**config.mk**
```make
export PLATFORM = sky130hd
export DESIGN_NAME = gals_emitter_unit
export DESIGN_NICKNAME = d
export VERILOG_FILES = /design/src/rtl/gals_pkg.sv /design/src/rtl/gals_done_channel.sv /design/src/rtl/gals_emitter_unit.sv
export SDC_FILE = /design/constraint.sdc
export NUM_CORES = 1
export LEC_CHECK = 0
export CAP_MARGIN = 10
export CORE_UTILIZATION = 40
export DETAILED_ROUTE_END_ITERATION = 10
export DONT_BUFFER_PORTS = 1
export PLACE_DENSITY = 0.57
export SLEW_MARGIN = 20
export SYNTH_ARGS = -nofsm -noshare
export SYNTH_HDL_FRONTEND = slang
export SYNTH_SLANG_ARGS = --single-unit
```
**constraint.sdc**
```tcl
create_clock -name local_clk -period 1.6 [get_ports local_clk]
set_input_delay 0.16 -clock local_clk [delete_from_list [all_inputs] [get_ports local_clk]]
set_output_delay 0.16 -clock local_clk [all_outputs]
set_load 0.01 [all_outputs]
```
**src/rtl/gals_pkg.sv**
```systemverilog
// Shared encodings for the GALS emitter: top/channel FSM states and the
// channel index width helper.
package gals_pkg;

  typedef enum logic [1:0] {
    T_IDLE,
    T_ARMED,
    T_COMPLETE,
    T_ERROR
  } top_state_e;

  typedef enum logic [1:0] {
    C_IDLE,
    C_REQ,
    C_REL,
    C_DONE
  } ch_state_e;

  function automatic int idx_w(input int n);
    return (n <= 1) ? 1 : $clog2(n);
  endfunction

endpackage

```
**src/rtl/gals_done_channel.sv**
```systemverilog
// One four-phase "neuron done" handshake channel toward the collector domain.
// The ack is synchronized locally; complete holds until the next step clears it.
module gals_done_channel
  import gals_pkg::*;
(
  input  logic local_clk,
  input  logic rst,
  input  logic clr,
  input  logic abort,
  input  logic armed,
  input  logic pe_done,
  input  logic ack_async,
  output logic req,
  output logic complete,
  output logic progress
);

  ch_state_e state;
  logic      ack_s1;
  logic      ack_sync;
  logic      pending;

  // Flags a state change this cycle; feeds the no-progress watchdog.
  always_comb begin
    progress = 1'b0;
    case (state)
      C_IDLE:  progress = pending;
      C_REQ:   progress = ack_sync;
      C_REL:   progress = ~ack_sync;
      default: progress = 1'b0;
    endcase
  end

  always_ff @(posedge local_clk) begin
    if (rst) begin
      state    <= C_IDLE;
      ack_s1   <= 1'b0;
      ack_sync <= 1'b0;
      pending  <= 1'b0;
      req      <= 1'b0;
      complete <= 1'b0;
    end else begin
      ack_s1   <= ack_async;
      ack_sync <= ack_s1;
      if (clr || abort) begin
        state    <= C_IDLE;
        pending  <= 1'b0;
        req      <= 1'b0;
        complete <= 1'b0;
      end else begin
        // Only the first pulse of a step counts; later ones find state != C_IDLE.
        if (armed && pe_done && state == C_IDLE)
          pending <= 1'b1;
        case (state)
          C_IDLE: if (pending) begin
            state <= C_REQ;
            req   <= 1'b1;
          end
          C_REQ: if (ack_sync) begin
            state <= C_REL;
            req   <= 1'b0;
          end
          C_REL: if (!ack_sync) begin
            state    <= C_DONE;
            complete <= 1'b1;
          end
          default: ;
        endcase
      end
    end
  end

endmodule

```
**src/rtl/gals_emitter_unit.sv**
```systemverilog
// Step-level emitter: global request/ack to the collector plus OUT_NEURONS
// per-neuron done handshakes. Optional watchdog: GALS_EMITTER_WATCHDOG_EN.
module gals_emitter_unit
  import gals_pkg::*;
#(
  parameter int OUT_NEURONS      = 64,
  parameter int WATCHDOG_TIMEOUT = 16384
) (
  input  logic                   local_clk,
  input  logic                   rst,
  input  logic                   i_start,
  input  logic [OUT_NEURONS-1:0] i_pe_done,
  output logic                   o_aer_req,
  input  logic                   i_aer_ack,
  output logic [OUT_NEURONS-1:0] o_pe_done_req_vec,
  input  logic [OUT_NEURONS-1:0] i_pe_done_ack_vec,
  output logic                   o_step_done,
  output logic                   o_error,
  output logic                   o_busy
);

  localparam int IDX_W = idx_w(OUT_NEURONS);

  top_state_e             state;
  logic                   gack_s1, gack_sync, gack_dly;
  logic                   gack_edge;
  logic                   gack_seen;
  logic                   armed;
  logic                   step_clr;
  logic                   ch_abort;
  logic                   wd_trip;
  logic [OUT_NEURONS-1:0] complete;
  logic [OUT_NEURONS-1:0] progress;

  assign gack_edge = gack_sync & ~gack_dly;
  assign armed     = (state == T_ARMED);
  assign step_clr  = (state == T_IDLE) && i_start;
  // Requests drop on the same edge the watchdog fires.
  assign ch_abort  = wd_trip || (state == T_ERROR);

  for (genvar i = 0; i < OUT_NEURONS; i++) begin : g_ch
    gals_done_channel u_ch (
      .local_clk (local_clk),
      .rst       (rst),
      .clr       (step_clr),
      .abort     (ch_abort),
      .armed     (armed),
      .pe_done   (i_pe_done[i]),
      .ack_async (i_pe_done_ack_vec[i]),
      .req       (o_pe_done_req_vec[i]),
      .complete  (complete[i]),
      .progress  (progress[i])
    );
  end

  logic unused_idx;
  assign unused_idx = (IDX_W == 0);

`ifdef GALS_EMITTER_WATCHDOG_EN
  localparam int WD_W = $clog2(WATCHDOG_TIMEOUT + 1);
  logic [WD_W-1:0] wd_cnt;
  logic            wd_prog;

  assign wd_prog = (|progress) || gack_edge;
  assign wd_trip = armed && !wd_prog && (wd_cnt == WD_W'(WATCHDOG_TIMEOUT - 1));

  always_ff @(posedge local_clk) begin
    if (rst || !armed || wd_prog) wd_cnt <= '0;
    else                          wd_cnt <= wd_cnt + 1'b1;
  end
`else
  logic unused_wd;
  assign wd_trip   = 1'b0;
  assign unused_wd = (^progress) ^ (WATCHDOG_TIMEOUT == 0);
`endif

  always_ff @(posedge local_clk) begin
    if (rst) begin
      state       <= T_IDLE;
      gack_s1     <= 1'b0;
      gack_sync   <= 1'b0;
      gack_dly    <= 1'b0;
      gack_seen   <= 1'b0;
      o_aer_req   <= 1'b0;
      o_step_done <= 1'b0;
      o_error     <= 1'b0;
      o_busy      <= 1'b0;
    end else begin
      gack_s1     <= i_aer_ack;
      gack_sync   <= gack_s1;
      gack_dly    <= gack_sync;
      o_step_done <= 1'b0;
      case (state)
        T_IDLE: if (i_start) begin
          state     <= T_ARMED;
          gack_seen <= 1'b0;
          o_aer_req <= 1'b1;
          o_busy    <= 1'b1;
        end
        T_ARMED: begin
          if (wd_trip) begin
            state     <= T_ERROR;
            o_error   <= 1'b1;
            o_aer_req <= 1'b0;
          end else if ((&complete) && gack_seen) begin
            state       <= T_COMPLETE;
            o_step_done <= 1'b1;
            o_aer_req   <= 1'b0;
          end else if (gack_edge) begin
            gack_seen <= 1'b1;
            o_aer_req <= 1'b0;
          end
        end
        T_COMPLETE: begin
          state  <= T_IDLE;
          o_busy <= 1'b0;
        end
        default: begin
          o_error   <= 1'b1;
          o_aer_req <= 1'b0;
          o_busy    <= 1'b1;
        end
      endcase
    end
  end

endmodule

```
==> results of run 1 <==
==> layout by cell type, fill, tap and decap left out, types with 27 or more instances in the layout <==
cell,count
sky130_fd_sc_hd__nand2_1,90
sky130_fd_sc_hd__ha_2,47
sky130_fd_sc_hd__dfxtp_1,330
sky130_fd_sc_hd__nor2_1,291
sky130_fd_sc_hd__a211oi_1,38
sky130_fd_sc_hd__a21o_1,27
sky130_fd_sc_hd__dfxtp_2,108
sky130_fd_sc_hd__a211oi_2,28
sky130_fd_sc_hd__nor2b_2,36
sky130_fd_sc_hd__inv_2,28
sky130_fd_sc_hd__mux2i_1,64
sky130_fd_sc_hd__a21oi_1,145
sky130_fd_sc_hd__o21ai_0,45
sky130_fd_sc_hd__clkbuf_16,54
sky130_fd_sc_hd__nor2b_1,184
sky130_fd_sc_hd__nand4_1,29
sky130_fd_sc_hd__inv_1,196
sky130_fd_sc_hd__ha_1,194
sky130_fd_sc_hd__buf_4,146
sky130_fd_sc_hd__a31oi_1,66
sky130_fd_sc_hd__dlygate4sd3_1,187
sky130_fd_sc_hd__a2111oi_4,64
==> area by class of cell <==
class | count | area share (%)
flip-flops and latches | 458 | 33.4
well taps | 696 | 3.10
multi-input cells | 1450 | 42.7
clock inverters | 16 | 0.801
repair buffers | 348 | 11.5
clock buffers | 77 | 5.46
diodes | 4 | 0.0356
inverters | 224 | 2.99
==> sequential cells by signal, indices dropped and copies added, names as in the netlist, 2 cells and up <==
name,flops
g_ch.u_ch.ack_sync,64
g_ch.u_ch.state,128
g_ch.u_ch.pending,64
g_ch.u_ch.ack_s1,64
g_ch.u_ch.req,64
g_ch.u_ch.complete,64
state,2
==> where the power goes <==
part	switching [uW]	internal, uW
Combinational	4050	3870
Sequential	1040	12400
Clock	4820	7430
Total	9920	23700
==> worst max-delay path: stages, from the launching register on <==
cell	delay, ns
sky130_fd_sc_hd__dfxtp_1	0.37
sky130_fd_sc_hd__inv_1	0.08
sky130_fd_sc_hd__ha_2	0.21
sky130_fd_sc_hd__nand2_4	0.11
sky130_fd_sc_hd__nand2_8	0.11
sky130_fd_sc_hd__buf_12	0.18
sky130_fd_sc_hd__buf_4	0.19
sky130_fd_sc_hd__a211oi_2	0.22
==> stage by stage <==
step           total power [uW]  setup TNS (ns)
3_5_place_dp              20000           -1.52
5_1_grt                   35400          -0.585
2_1_floorplan             18500               0
4_1_cts                   33000               0
3_3_place_gp              19700           -1.02
6_report                  33600               0
==> kinds of logic (layout without fill, tap and decap cells) <==
logic type | count (synthesis) | in the layout | synth area share, %
buffers and inverters | 346 | 665 | 7.28
muxes | 64 | 64 | 2.95
other | 0 | 4 | 0
and+or+nand+nor | 688 | 688 | 15.5
AOI/OAI and AO/OA | 438 | 438 | 17.1
DFF | 458 | 458 | 42.2
adders and majority gates | 260 | 260 | 15.0
==> routing by layer <==
metal	wire length, microns	share of wire [%]	vias up
met1	23400	45	7634
met3	2790	5.4	91
met5	40	0.077	-
li1	-	-	8067
met4	1200	2.3	6
met2	24400	47	250
==> worst paths after layout <==
check	start	endpoint	slack [ns]	depth (start not counted)
hold / removal	rst	g_ch[28].u_ch.state[1]$_SDFFE_PP0P_	0.03	4
setup / recovery	state[1]$_SDFFE_PP0P_	g_ch[7].u_ch.state[0]$_SDFFE_PP0P_	0.02	7
setup reg to reg	state[1]$_SDFFE_PP0P_	g_ch[7].u_ch.state[0]$_SDFFE_PP0P_	0.02	7
hold reg to reg	g_ch[61].u_ch.ack_s1$_SDFF_PP0_	g_ch[61].u_ch.ack_sync$_SDFF_PP0_	0.43	1
==> timing repair <==
action,4_1_cts,5_1_grt
hold buffers,188,0
pin swaps,17,128
endpoints found under the setup margin,73,164
hold endpoints to repair,202,0
resized for setup,40,341
setup buffers,3,59
gates cloned,0,1
==> flow_summary.yaml, run 1 <==
timing:
  hold_viol_final: 0
  setup_viol: 0
  final.hold.worst_slack_ns: 0.0340
  skew_ns: 0.0151
  final_critical_path_setup_slack_ns: 0.0228
  timing.slew.headroom_pct: 69.9
  final_max_slew_viol_count: 0
  final_period_minus_worst_setup_slack_ns: 1.58
  timing.final.crit_share_pct: 98.6
  worst-slew-pin-transition_ns: 0.447
  max_freq_ghz: 0.634
  rsz0062_at_grt: "yes"
clock_tree:
  clk_latency_ns: 0.59
  clkSlewWorstSetupHoldPaths_ns: 0.06
  tritoncts: "built"
  root_buffer: "sky130_fd_sc_hd__clkbuf_16"
  clock_sink_count: 458
  number_of_clock_buffers_inserted_by_tritoncts: 52
  clockBufferDepth: 3
  cts_max_level: 2
yosys:
  synthTopCellsByArea: "sky130_fd_sc_hd__dfxtp_1 42%, sky130_fd_sc_hd__ha_1 15%, sky130_fd_sc_hd__nor2b_1 6.1%"
  ys_dominant_reg_cell: "sky130_fd_sc_hd__dfxtp_1"
  synth_sequential_area_ratio_pct: 42.2
  postSynthRegisterBits: 458
  average_size_of_a_mapped_cell_sq_um: 9.64
  netlist.top_cell.by_area: "sky130_fd_sc_hd__dfxtp_1"
  synth.distinct_cells: 34
  postSynthCellCount: 2254
  post-synth-top-area-fraction_pct: 42.2
  post_synth_edffs: 0
  yosysWarnings: 0
  most_numerous_cell_types_in_the_synthesized_netlist: "458 x sky130_fd_sc_hd__dfxtp_1, 295 x sky130_fd_sc_hd__nor2_1, 260 x sky130_fd_sc_hd__ha_1"
  mappedNetlistNets: 2646
  synth.most_common_cell: "sky130_fd_sc_hd__dfxtp_1"
  syn_area_sq_um: 21700
  synth_async_sr_flop_share_pct: 0
floorplanning:
  dieArea_sq_um: 55300
  ios: 200
  dieWidth_microns: 235
  rows: 85
  fp.dieH_microns: 235
  core_area_sq_um: 53700
  starting_utilization_of_the_core_area_pct: 40.5
worst_setup_path:
  worstPathArrival_ns: 2.07
  critPathMaxFanout: 17
  setup.worst_path.class: "flip-flop to flip-flop"
  critical_path.endpoint_type: "flip-flop"
  required_ns: 2.09
  crit_path_start_kind: "flip-flop"
power_and_ir_drop:
  vdd_ir_drop_max_mv: 1.03
  p_leak_uw: 0.0108
  pwr_density_cell_nw_per_um2: 1200
place:
  hpwlAfterDp_microns: 34400
  gp_congestion: 0.789
  place.detailed.instances: 2925
  pre_cts_slack_ns: -0.255
  i_o_buffers: 0
  placed_cell_area_sq_um: 22700
route:
  final_antenna_net_count: 0
  drcViolationCount: 0
  via_count: 16000
  drt_pre_antenna_iters: 4
  avgViaCountPerCell: 4.90
  detailedRoute.firstIterationViolations: 538
  wl_per_cell_microns: 15.8
  routed_wl_microns: 51900
global_routing:
  grt_antenna_before_repair: 8
  groute.layer.met2.usage_pct: 30.1
  global_route_wire_length_before_repair_microns: 80600
  grt_use_total_pct: 17.9
  first_global_vias: 15700
  largest_net_degree_at_the_start_of_global_routing: 99
  gr-max-usage-layer: "met2"
  globalRouteMet1Util_pct: 22.6
  groute.layer.met3.usage_pct: 4.26
  grt.overflow.total: 0
cells_and_area:
  post-route-util_pct: 52.4
  filler_cell_count: 4727
  final_nets: 2926
  register_area_sq_um: 9380
  drive_above_1_share_pct: 24.8
  area_of_the_multi_input_gates_sq_um: 12000
  layout-area-overhead-vs-synth_pct: 29.4
  number_of_standard_cells_in_the_layout_taps_in_and_fillers_out: 3273
  fin_area_sq_um: 28100
run_status:
  status: "completed"
job:
  drv.max_cap_violation_count: 0
hold_path:
  worst_hold_path_type: "input port to flip-flop"
Note: power is estimated with default switching activity, not from simulation.
==> run 2: changes to the inputs <==
--- a/config.mk
+++ b/config.mk
@@ -6,6 +6,7 @@
 export NUM_CORES = 1
 export LEC_CHECK = 0
 export CAP_MARGIN = 10
+export CORE_MARGIN = 2
 export CORE_UTILIZATION = 40
 export DETAILED_ROUTE_END_ITERATION = 10
 export DONT_BUFFER_PORTS = 1
==> run 2 against run 1 <==
Compared with the run above: die area increased by 1.7%; cell area rose by 1.6%; sequential cell count unchanged; highest routed layer unchanged.
==> flow_summary.yaml, run 2 (synthesis gave the netlist of run 1 again) <==
power_and_ir_drop:
  cellInternalPower_uw: 24300
  p_leak_uw: 0.0112
  seqPwrFrac_pct: 39.2
  netSwitchingFraction_pct: 29.0
  vdd_ir_drop_max_mv: 0.766
  p_switching_uw: 9910
  post-layout-total-power_uw: 34200
  share_clk_of_total_power_pct: 37.0
  pwr_density_cell_nw_per_um2: 1200
  power.combinational.fraction_pct: 23.8
clock_tree:
  cts_max_level: 2
  clock_sink_count: 458
  root_buffer: "sky130_fd_sc_hd__clkbuf_16"
  clk_latency_ns: 0.58
  number_of_clock_buffers_inserted_by_tritoncts: 52
  clockBufferDepth: 3
  clkSlewWorstSetupHoldPaths_ns: 0.06
  tritoncts: "built"
floorplanning:
  dieWidth_microns: 237
  starting_utilization_of_the_core_area_pct: 40.4
  rows: 85
  ios: 200
  dieArea_sq_um: 56200
  fp.dieH_microns: 237
  core_area_sq_um: 53800
hold_path:
  min_to: "g_ch[47].u_ch.complete$_SDFFE_PP0P_"
  worst_hold_path_type: "input port to flip-flop"
  holdPathStages: 4
  hp-start: "rst"
cells_and_area:
  largest_reg_flops: 128
  final_cell_mix: "335 x sky130_fd_sc_hd__dfxtp_1, 294 x sky130_fd_sc_hd__nor2_1, 198 x sky130_fd_sc_hd__ha_1"
  drive_above_1_share_pct: 25.8
  layout-area-overhead-vs-synth_pct: 31.4
  fin_area_sq_um: 28600
  leading_cell_type_in_the_layout_fill_and_taps_excluded: "sky130_fd_sc_hd__dfxtp_1"
  final_nets: 2973
  max_flop_register: "g_ch.u_ch.state"
route:
  wl_per_cell_microns: 15.8
  routed_wl_microns: 52600
  detailedRoute.firstIterationViolations: 528
  avgViaCountPerCell: 4.86
  drt_pre_antenna_iters: 4
  final_antenna_net_count: 0
  drcViolationCount: 0
  via_count: 16100
worst_setup_path:
  regToRegEndpoint: "g_ch[12].u_ch.state[0]$_SDFFE_PP0P_"
  worstPathArrival_ns: 2.09
  ff2ff_setup_slack_ns: 0.007
  worst_case_reg_to_reg_path_depth: 7
  critical_path.endpoint_type: "flip-flop"
  crit_path_start: "state[1]$_SDFFE_PP0P_"
  required_ns: 2.10
  critPathMaxFanout: 31
  reg2reg_from: "state[1]$_SDFFE_PP0P_"
  setup.worst_path.class: "flip-flop to flip-flop"
  crit_path_start_kind: "flip-flop"
place:
  hpwlAfterDp_microns: 34800
  gp_congestion: 0.788
  i_o_buffers: 0
  pre_cts_slack_ns: -0.356
  placed_cell_area_sq_um: 22900
timing:
  timing.slew.headroom_pct: 72.7
  setup_viol: 0
  worst-slew-pin-transition_ns: 0.406
  final.hold.worst_slack_ns: 0.131
  final_critical_path_setup_slack_ns: 0.00668
  final_max_slew_viol_count: 0
  rsz0062_at_grt: "yes"
  max_freq_ghz: 0.628
  hold_viol_final: 0
  timing.final.crit_share_pct: 99.6
  skew_ns: 0.0126
  final_period_minus_worst_setup_slack_ns: 1.59
global_routing:
  global_route_wire_length_before_repair_microns: 82000
  grt_antenna_before_repair: 4
  grt_use_total_pct: 18.0
  largest_net_degree_at_the_start_of_global_routing: 112
  grt.overflow.total: 0
  first_global_vias: 15900
job:
  drv.max_cap_violation_count: 0
run_status:
  status: "completed"
-- run 2: cell types whose count changed in the layout (fill, tap and decap cells not counted), moves of 6 or more --
cell	change
sky130_fd_sc_hd__dlygate4sd3_1	+7
sky130_fd_sc_hd__a211oi_2	-8
sky130_fd_sc_hd__inv_2	+8
sky130_fd_sc_hd__inv_1	-8
sky130_fd_sc_hd__buf_4	+38
sky130_fd_sc_hd__a211oi_1	+8
sky130_fd_sc_hd__clkbuf_1	-6
-- run 2: final cells by class --
type	count	area, sq um
flip-flops and latches	458	9370
repair buffers	395	3650
clock inverters	16	255
diodes	4	10.0
well taps	696	871
multi-input cells	1450	12000
fillers	4771	25300
clock buffers	75	1570
inverters	224	841
-- run 2: routing by layer --
layer	GRT usage [%]	wire (microns)	part of all wire, %	vias up
li1	-	-	-	8154
met1	22.4	23400	44	7668
met2	31.5	25600	49	210
met4	4.57	1070	2.0	2
met5	0	13	0.025	-
met3	4.23	2490	4.7	75
-- run 2: stage by stage --
stage	util (%)	setup TNS, ns	instances
after floorplan	-	0	2254
after global placement	42.6	-1.39	2948
after detailed placement	42.6	-1.72	2948
after CTS	50.5	0	3241
after global routing	53.1	-2.47	3315
final	53.1	0	3318
-- run 2: power by group through the flow --
stage          Sequential, uW  Clock (uW)  Combinational, uW
2_1_floorplan           13200           0               5320
3_3_place_gp            13500           0               6390
3_5_place_dp            13600           0               6600
4_1_cts                 13400       13000               7290
5_1_grt                 13600       13500               9030
6_report                13400       12700               8140
-- run 2: timing repair --
action                     in CTS  in global routing
pin swaps                      18                102
hold buffers                  195                  0
setup endpoints to repair      57                141
gates resized for setup        43                332
setup buffers                   6                 73
hold endpoints to repair      202                  0
gates cloned                    1                  0
-- run 2: worst max-delay path by stage --
stage,depth (start not counted),endpoint
floorplan,6,g_ch[20].u_ch.state[1]$_SDFFE_PP0P_
global placement,5,gack_seen$_SDFFE_PP0P_
detailed placement,5,gack_seen$_SDFFE_PP0P_
CTS,5,gack_seen$_SDFFE_PP0P_
global route,7,g_ch[34].u_ch.state[0]$_SDFFE_PP0P_
finish,7,g_ch[12].u_ch.state[0]$_SDFFE_PP0P_
-- run 2: critical path, cell delays in order, from the launching register on --
cell	delay, ns
sky130_fd_sc_hd__dfxtp_1	0.37
sky130_fd_sc_hd__inv_1	0.07
sky130_fd_sc_hd__ha_1	0.20
sky130_fd_sc_hd__nand2_1	0.13
sky130_fd_sc_hd__nand2_4	0.15
sky130_fd_sc_hd__buf_16	0.22
sky130_fd_sc_hd__buf_4	0.17
sky130_fd_sc_hd__a211oi_1	0.16
